==> src/rtl/abt_rr_pkg.sv <==
// Shared definitions for the round-robin bus arbiter.
// Latency: n/a (types, constants and a pure function only).
// Backpressure: n/a.
// Contents: FSM state encoding, default parameter values, one-hot to index helper.
package abt_rr_pkg;

    typedef enum logic [1:0] {
        ST_IDLE = 2'd0,
        ST_BUSY = 2'd1,
        ST_LOCK = 2'd2
    } st_e;

    localparam int NM_DEF       = 16;
    localparam int TOUT_MAX_DEF = 255;
    localparam int CW_DEF       = 8;

    // OR-reduce the positions of set bits; exact for a one-hot input,
    // yields 0 for an all-zero input.
    function automatic logic [3:0] oh2idx(input logic [15:0] oh);
        logic [3:0] idx;
        idx = '0;
        for (int i = 0; i < 16; i++) begin
            if (oh[i]) begin
                idx = idx | 4'(i);
            end
        end
        return idx;
    endfunction

endpackage

==> src/rtl/abt_rr_pick.sv <==
// Rotating priority pick: first requester strictly after ptr, wrapping modulo NM.
// Latency: purely combinational.
// Backpressure: none; parks on master 0 when nothing requests.
// Ports: req (NM request bits), ptr (last granted index) -> gnt (one-hot), vld (any request).
module rr_pick #(
    parameter int NM = 16
) (
    input  logic [NM-1:0]         req,
    input  logic [$clog2(NM)-1:0] ptr,
    output logic [NM-1:0]         gnt,
    output logic                  vld
);

    localparam int IW = $clog2(NM);

    logic          found;
    logic [IW-1:0] idx;

    always_comb begin
        gnt   = '0;
        gnt[0] = 1'b1;
        found = 1'b0;
        idx   = '0;
        vld   = |req;
        // Offsets 1..NM visit every master once, ending on ptr itself,
        // so a lone requester is always re-granted.
        for (int i = 1; i <= NM; i++) begin
            idx = IW'((int'(ptr) + i) % NM);
            if (!found && req[idx]) begin
                found    = 1'b1;
                gnt      = '0;
                gnt[idx] = 1'b1;
            end
        end
    end

endmodule

==> src/rtl/abt_rr.sv <==
// Round-robin bus arbiter with lock support and error/timeout forced re-arbitration.
// Latency: AxGNT combinational from MmLST/MsERR; AmCMUX/AmIDX/AmLOCK/AmTOUT one edge later.
// Backpressure: MsRDY low holds AmCMUX and runs the wait counter; TOUT_MAX stalls force re-arbitration.
// Ports: CLK, RST (async high); MxREQ, MmLK, MmLST, MsRDY, MsERR in;
//        AxGNT (one-hot comb), AmCMUX (one-hot reg), AmIDX, AmLOCK, AmTOUT out.
module abt_rr
    import abt_rr_pkg::*;
#(
    parameter int NM       = NM_DEF,
    parameter int TOUT_MAX = TOUT_MAX_DEF,
    parameter int CW       = CW_DEF
) (
    input  logic                  CLK,
    input  logic                  RST,
    input  logic [NM-1:0]         MxREQ,
    input  logic                  MmLK,
    input  logic                  MmLST,
    input  logic                  MsRDY,
    input  logic                  MsERR,
    output logic [NM-1:0]         AxGNT,
    output logic [NM-1:0]         AmCMUX,
    output logic [$clog2(NM)-1:0] AmIDX,
    output logic                  AmLOCK,
    output logic                  AmTOUT
);

    localparam int IW = $clog2(NM);

    logic [NM-1:0] l_gnt_q, l_gnt_d;
    logic [IW-1:0] ptr_q, ptr_d;
    logic [CW-1:0] cnt_q, cnt_d;
    st_e           st_q, st_d;
    logic [NM-1:0] cmux_q, cmux_d;
    logic [IW-1:0] idx_q, idx_d;
    logic          tout_q, tout_d;

    logic [NM-1:0] next_gnt;
    logic          next_vld;
    logic          tout;
    logic          new_abt;
    logic [NM-1:0] gnt;

    rr_pick #(.NM(NM)) u_pick (
        .req (MxREQ),
        .ptr (ptr_q),
        .gnt (next_gnt),
        .vld (next_vld)
    );

    always_comb begin
        tout    = (cnt_q == CW'(TOUT_MAX));
        // Error and timeout override the lock qualifier.
        new_abt = MsERR | tout | (MmLST & ~MmLK);
        gnt     = new_abt ? next_gnt : l_gnt_q;

        // A locked last transfer re-latches the same owner, since gnt == l_gnt_q then.
        l_gnt_d = (MmLST | MsERR | tout) ? gnt : l_gnt_q;
        // Parking on master 0 with no requesters leaves the pointer alone.
        ptr_d   = (new_abt && next_vld) ? IW'(oh2idx(16'(next_gnt))) : ptr_q;
        cmux_d  = MsRDY ? gnt : cmux_q;
        idx_d   = IW'(oh2idx(16'(l_gnt_d)));
        tout_d  = tout;

        if (MsRDY || new_abt || st_q == ST_IDLE) begin
            cnt_d = '0;
        end else if (cnt_q != CW'(TOUT_MAX)) begin
            cnt_d = cnt_q + CW'(1);
        end else begin
            cnt_d = cnt_q;
        end

        st_d = st_q;
        case (st_q)
            ST_IDLE: begin
                if (next_vld) st_d = ST_BUSY;
            end
            ST_BUSY: begin
                if (MmLST && MmLK && !MsERR && !tout) begin
                    st_d = ST_LOCK;
                end else if (new_abt && !next_vld) begin
                    st_d = ST_IDLE;
                end
            end
            ST_LOCK: begin
                // Lock exit conditions are exactly the re-arbitration triggers.
                if (new_abt) st_d = next_vld ? ST_BUSY : ST_IDLE;
            end
            default: st_d = ST_IDLE;
        endcase
    end

    always_ff @(posedge CLK or posedge RST) begin
        if (RST) begin
            l_gnt_q <= NM'(1);
            ptr_q   <= IW'(NM - 1);
            cnt_q   <= '0;
            st_q    <= ST_IDLE;
            cmux_q  <= NM'(1);
            idx_q   <= '0;
            tout_q  <= 1'b0;
        end else begin
            l_gnt_q <= l_gnt_d;
            ptr_q   <= ptr_d;
            cnt_q   <= cnt_d;
            st_q    <= st_d;
            cmux_q  <= cmux_d;
            idx_q   <= idx_d;
            tout_q  <= tout_d;
        end
    end

    assign AxGNT  = gnt;
    assign AmCMUX = cmux_q;
    assign AmIDX  = idx_q;
    assign AmLOCK = (st_q == ST_LOCK);
    assign AmTOUT = tout_q;

endmodule

==> config.mk <==
export PLATFORM = sky130hd
export DESIGN_NAME = abt_rr
export DESIGN_NICKNAME = d
export VERILOG_FILES = /design/src/rtl/abt_rr_pkg.sv /design/src/rtl/abt_rr_pick.sv /design/src/rtl/abt_rr.sv
export SDC_FILE = /design/constraint.sdc
export NUM_CORES = 1
export LEC_CHECK = 0
export CAP_MARGIN = 25
export CORE_UTILIZATION = 33
export CTS_BUF_LIST = sky130_fd_sc_hd__clkbuf_4
export CTS_CLUSTER_SIZE = 12
export DETAILED_ROUTE_END_ITERATION = 7
export GPL_TIMING_DRIVEN = 0
export PLACE_DENSITY = 0.48
export REMOVE_ABC_BUFFERS = 1
export SLEW_MARGIN = 20
export SYNTH_ARGS = -nofsm -noshare
export SYNTH_HDL_FRONTEND = slang
export SYNTH_HIERARCHICAL = 1
export SYNTH_SLANG_ARGS = --single-unit
==> constraint.sdc <==
create_clock -name CLK -period 8.2 [get_ports CLK]
set_clock_uncertainty 0.2 [all_clocks]
set_input_delay 2.05 -clock CLK [delete_from_list [all_inputs] [get_ports CLK]]
set_output_delay 2.05 -clock CLK [all_outputs]
set_load 0.1 [all_outputs]
==> metrics.md <==
| Metric | Value |
|---|---|
| Status | `finished clean` |
| CTS Buf Count | `5` |
| Max-Cap Viols | `0` |
| Setup Slack @ Placement | `-2.74 ns` |
| Number of I/O pins | `60` |
| Detailed-router iteration count before antenna repair | `6` |
| Synth Cell Area | `6860 um^2` |
| Fin Setup TNS | `0 ns` |
| Syn Inst Count | `around 820` |
| Min Hold Slack | `0.271 ns` |
| Register area share after synthesis | `18.7%` |
| Tmin final | `8.16 ns` |
| Die area | `21400 um^2` |
| Biggest area consumer among synthesized cells | `dfrtp_1` |
| Worst-Margin Slew | `1.14 ns` |
| Clock slew at the register clock pins of the worst setup and hold paths | `0.15 ns` |
| Final RePlAce weighted congestion | `a little under 1` |
| Slew Limit Headroom | `23.8%` |
| WL final | `35300 um` |
| Antenna diodes | `0` |
| CTS H-Tree Depth | `2` |
| Antenna Nets Post-Route | `0` |
| Total GRT Usage | `32.4%` |
| Worst Setup End Kind | `primary output` |
| CP Data Arrival Time | `about 5.9 ns` |
| Vias | `8074` |
| Die W | `146 um` |
| Clock Sinks | `51` |
| Placed cell areas | `7640 um^2` |
| Wire per inst | `29.9 um` |
| Number of synthesized flops with an enable pin | `0` |
| Nets | `949` |
| Yosys reg bits | `slightly above 50` |
| Total overflow reported by the global router | `0` |
| Slew Viols, Final | `0` |
| Fin crit share | `99.5%` |
| Worst skew pair latency | `around 0.37 ns` |
| DR iter-0 viols | `roughly 1100` |
| Initial core utilization | `33.8%` |
| Top post-synthesis cells by area | `dfrtp_1, mux2_2, mux4_2, nand2_1, a21oi_1` |
| Setup violators final | `0` |
| Initial antenna violation count | `1` |
| Worst Hold Class | `register to register` |
| Most used flip-flop cell after synthesis | `dfrtp_1` |
| Longest Clk Path Bufs | `2` |
| Fmax | `123 MHz` |
| Final Hold Fails | `0` |
| Vert. Die Dim | `roughly 150 um` |
| Count leader, synth | `nand2_1` |
| Worst Setup Path Type | `input pin to primary output` |
| # rows | `52` |
| Ys async rst share | `100%` |
| Synth top cells by count | `nand2_1, nor2_1, a21oi_1, mux2_2, dfrtp_1` |
| Drt drc | `0` |
| Flop2flop setup slack | `roughly 2.2 ns` |
| Layout cells sized above 1 | `between 30 and 40%` |
| Vias in the first global route | `roughly 7800` |
| Syn avg cell area | `8.32 um^2` |
| Clock Tree Root | `clkbuf_4` |
| First-pass GRT wire length | `51500 um` |
| Hpwl dp | `24800 um` |
| Post-route worst setup slack | `0.0422 ns` |
| Via density | `about 6.8` |
| CTS tree | `built` |
| CP required | `approximately 6.0 ns` |
| RSZ-0062 raised after global routing | `yes` |
| Layout area overhead | `26.6%` |
| Area of the core | `20300 um^2` |
| Worst-path fanout max | `6` |
| Yosys warns | `6` |
| Synth cell types | `94` |
| Synth top area share | `~16%` |
| Critical path launch point type | `input pin` |
| Finished Cell Area | `8680 um^2` |
| Port bufs | `59` |
| Largest net degree at the start of global routing | `32` |
## worst max-delay path, stage by stage
cell           delay [ns]
dlygate4sd2_1        0.28
mux4_2               0.56
and3b_2              0.29
a2111o_2             0.58
or4_4                0.57
o211ai_1             0.31
a221oi_2             0.08
nor3_2               0.32
o21ai_1              0.12
o221ai_1             0.18
mux2_2               0.26
buf_4                0.29
## final cells by class
class / count / area (um^2)
clock inverters: 2 / 12.5
fillers: 2080 / 11600
flip-flops and latches: 51 / 1290
inverters: 16 / 60.1
multi-input cells: 695 / 5630
clock buffers: 6 / 45.0
well taps: 270 / 338
repair buffers: 141 / 1310
## layer usage
layer  GRT usage, %  up-vias  part of all wire (%)
met4           14.7        4                   5.1
met1           45.2     4010                    42
li1               -     3370                     -
met2           47.5      581                    42
met3           7.03      109                    10
met5           1.14        -                  0.14
## cell families (layout without fill, tap and decap cells)
group / after synthesis / after routing / share of synthesized area (%)
and+or+nand+nor: 343 / 343 / 26.5
AOI/OAI and AO/OA: 225 / 225 / 23.9
muxes: 96 / 97 / 20.1
buffers and inverters: 79 / 165 / 5.62
DFF: 51 / 51 / 18.7
adders and majority gates: 17 / 17 / 3.10
xor gates and xnor gates: 13 / 13 / 1.99
## through the flow
step	cells	utilization [%]
after floorplan	761	-
after global placement	1090	36.7
after detailed placement	1099	37.7
after CTS	1180	42.4
after global routing	1181	42.8
final	1181	42.8
## placed cells by master, fill, tap and decap left out, types with 7 or more instances in the layout
master and count:
a21oi_1 48, a221oi_2 8, a31oi_1 17, a32oi_1 11, and2_1 8, and3_1 13, buf_4 77, buf_6 10
clkdlybuf4s50_1 27, dfrtp_1 45, dlygate4sd2_1 16, ha_1 13, inv_1 14, mux2_2 46, mux2_4 11, mux2i_1 7
mux4_2 23, nand2_1 103, nand3_1 41, nand4_1 14, nor2_1 55, nor2b_1 10, nor3_1 17, nor4_1 16
o211ai_1 9, o21ai_0 20, o21ai_1 10, xnor2_1 8
## final timing paths
| kind | from | endpoint | cells after the start |
|---|---|---|---|
| worst max-delay path | MxREQ[13] | AxGNT[9] | 12 |
| worst min-delay path | cnt_q[0] | cnt_q[0] | 1 |
| worst max register to register | ptr_q[2] | AmIDX[2] | 18 |
| worst min register to register | cnt_q[0] | cnt_q[0] | 1 |
| max in group asynchronous | RST | ptr_q[2] | 3 |
| min in group asynchronous | RST | AmCMUX[13] | 2 |
## timing repair
| action | 4_1_cts | 5_1_grt |
|---|---|---|
| endpoints found under the setup margin | 16 | 14 |
| hold buffers | 0 | 0 |
| buffers inserted | 72 | 0 |
| resized for setup | 204 | 12 |
| pin swaps | 25 | 1 |
| cloned | 1 | 0 |
## state kept, by name (all words and copies together) (netlist names)
| signal | count |
|---|---|
| AmCMUX | 16 |
| l_gnt_q | 16 |
| cnt_q | 8 |
| AmIDX | 4 |
| ptr_q | 4 |
| st_q | 2 |
| AmTOUT | 1 |
Power is not shown: default switching activity piles up to over one toggle a cycle in this logic, so the estimate is an artifact.
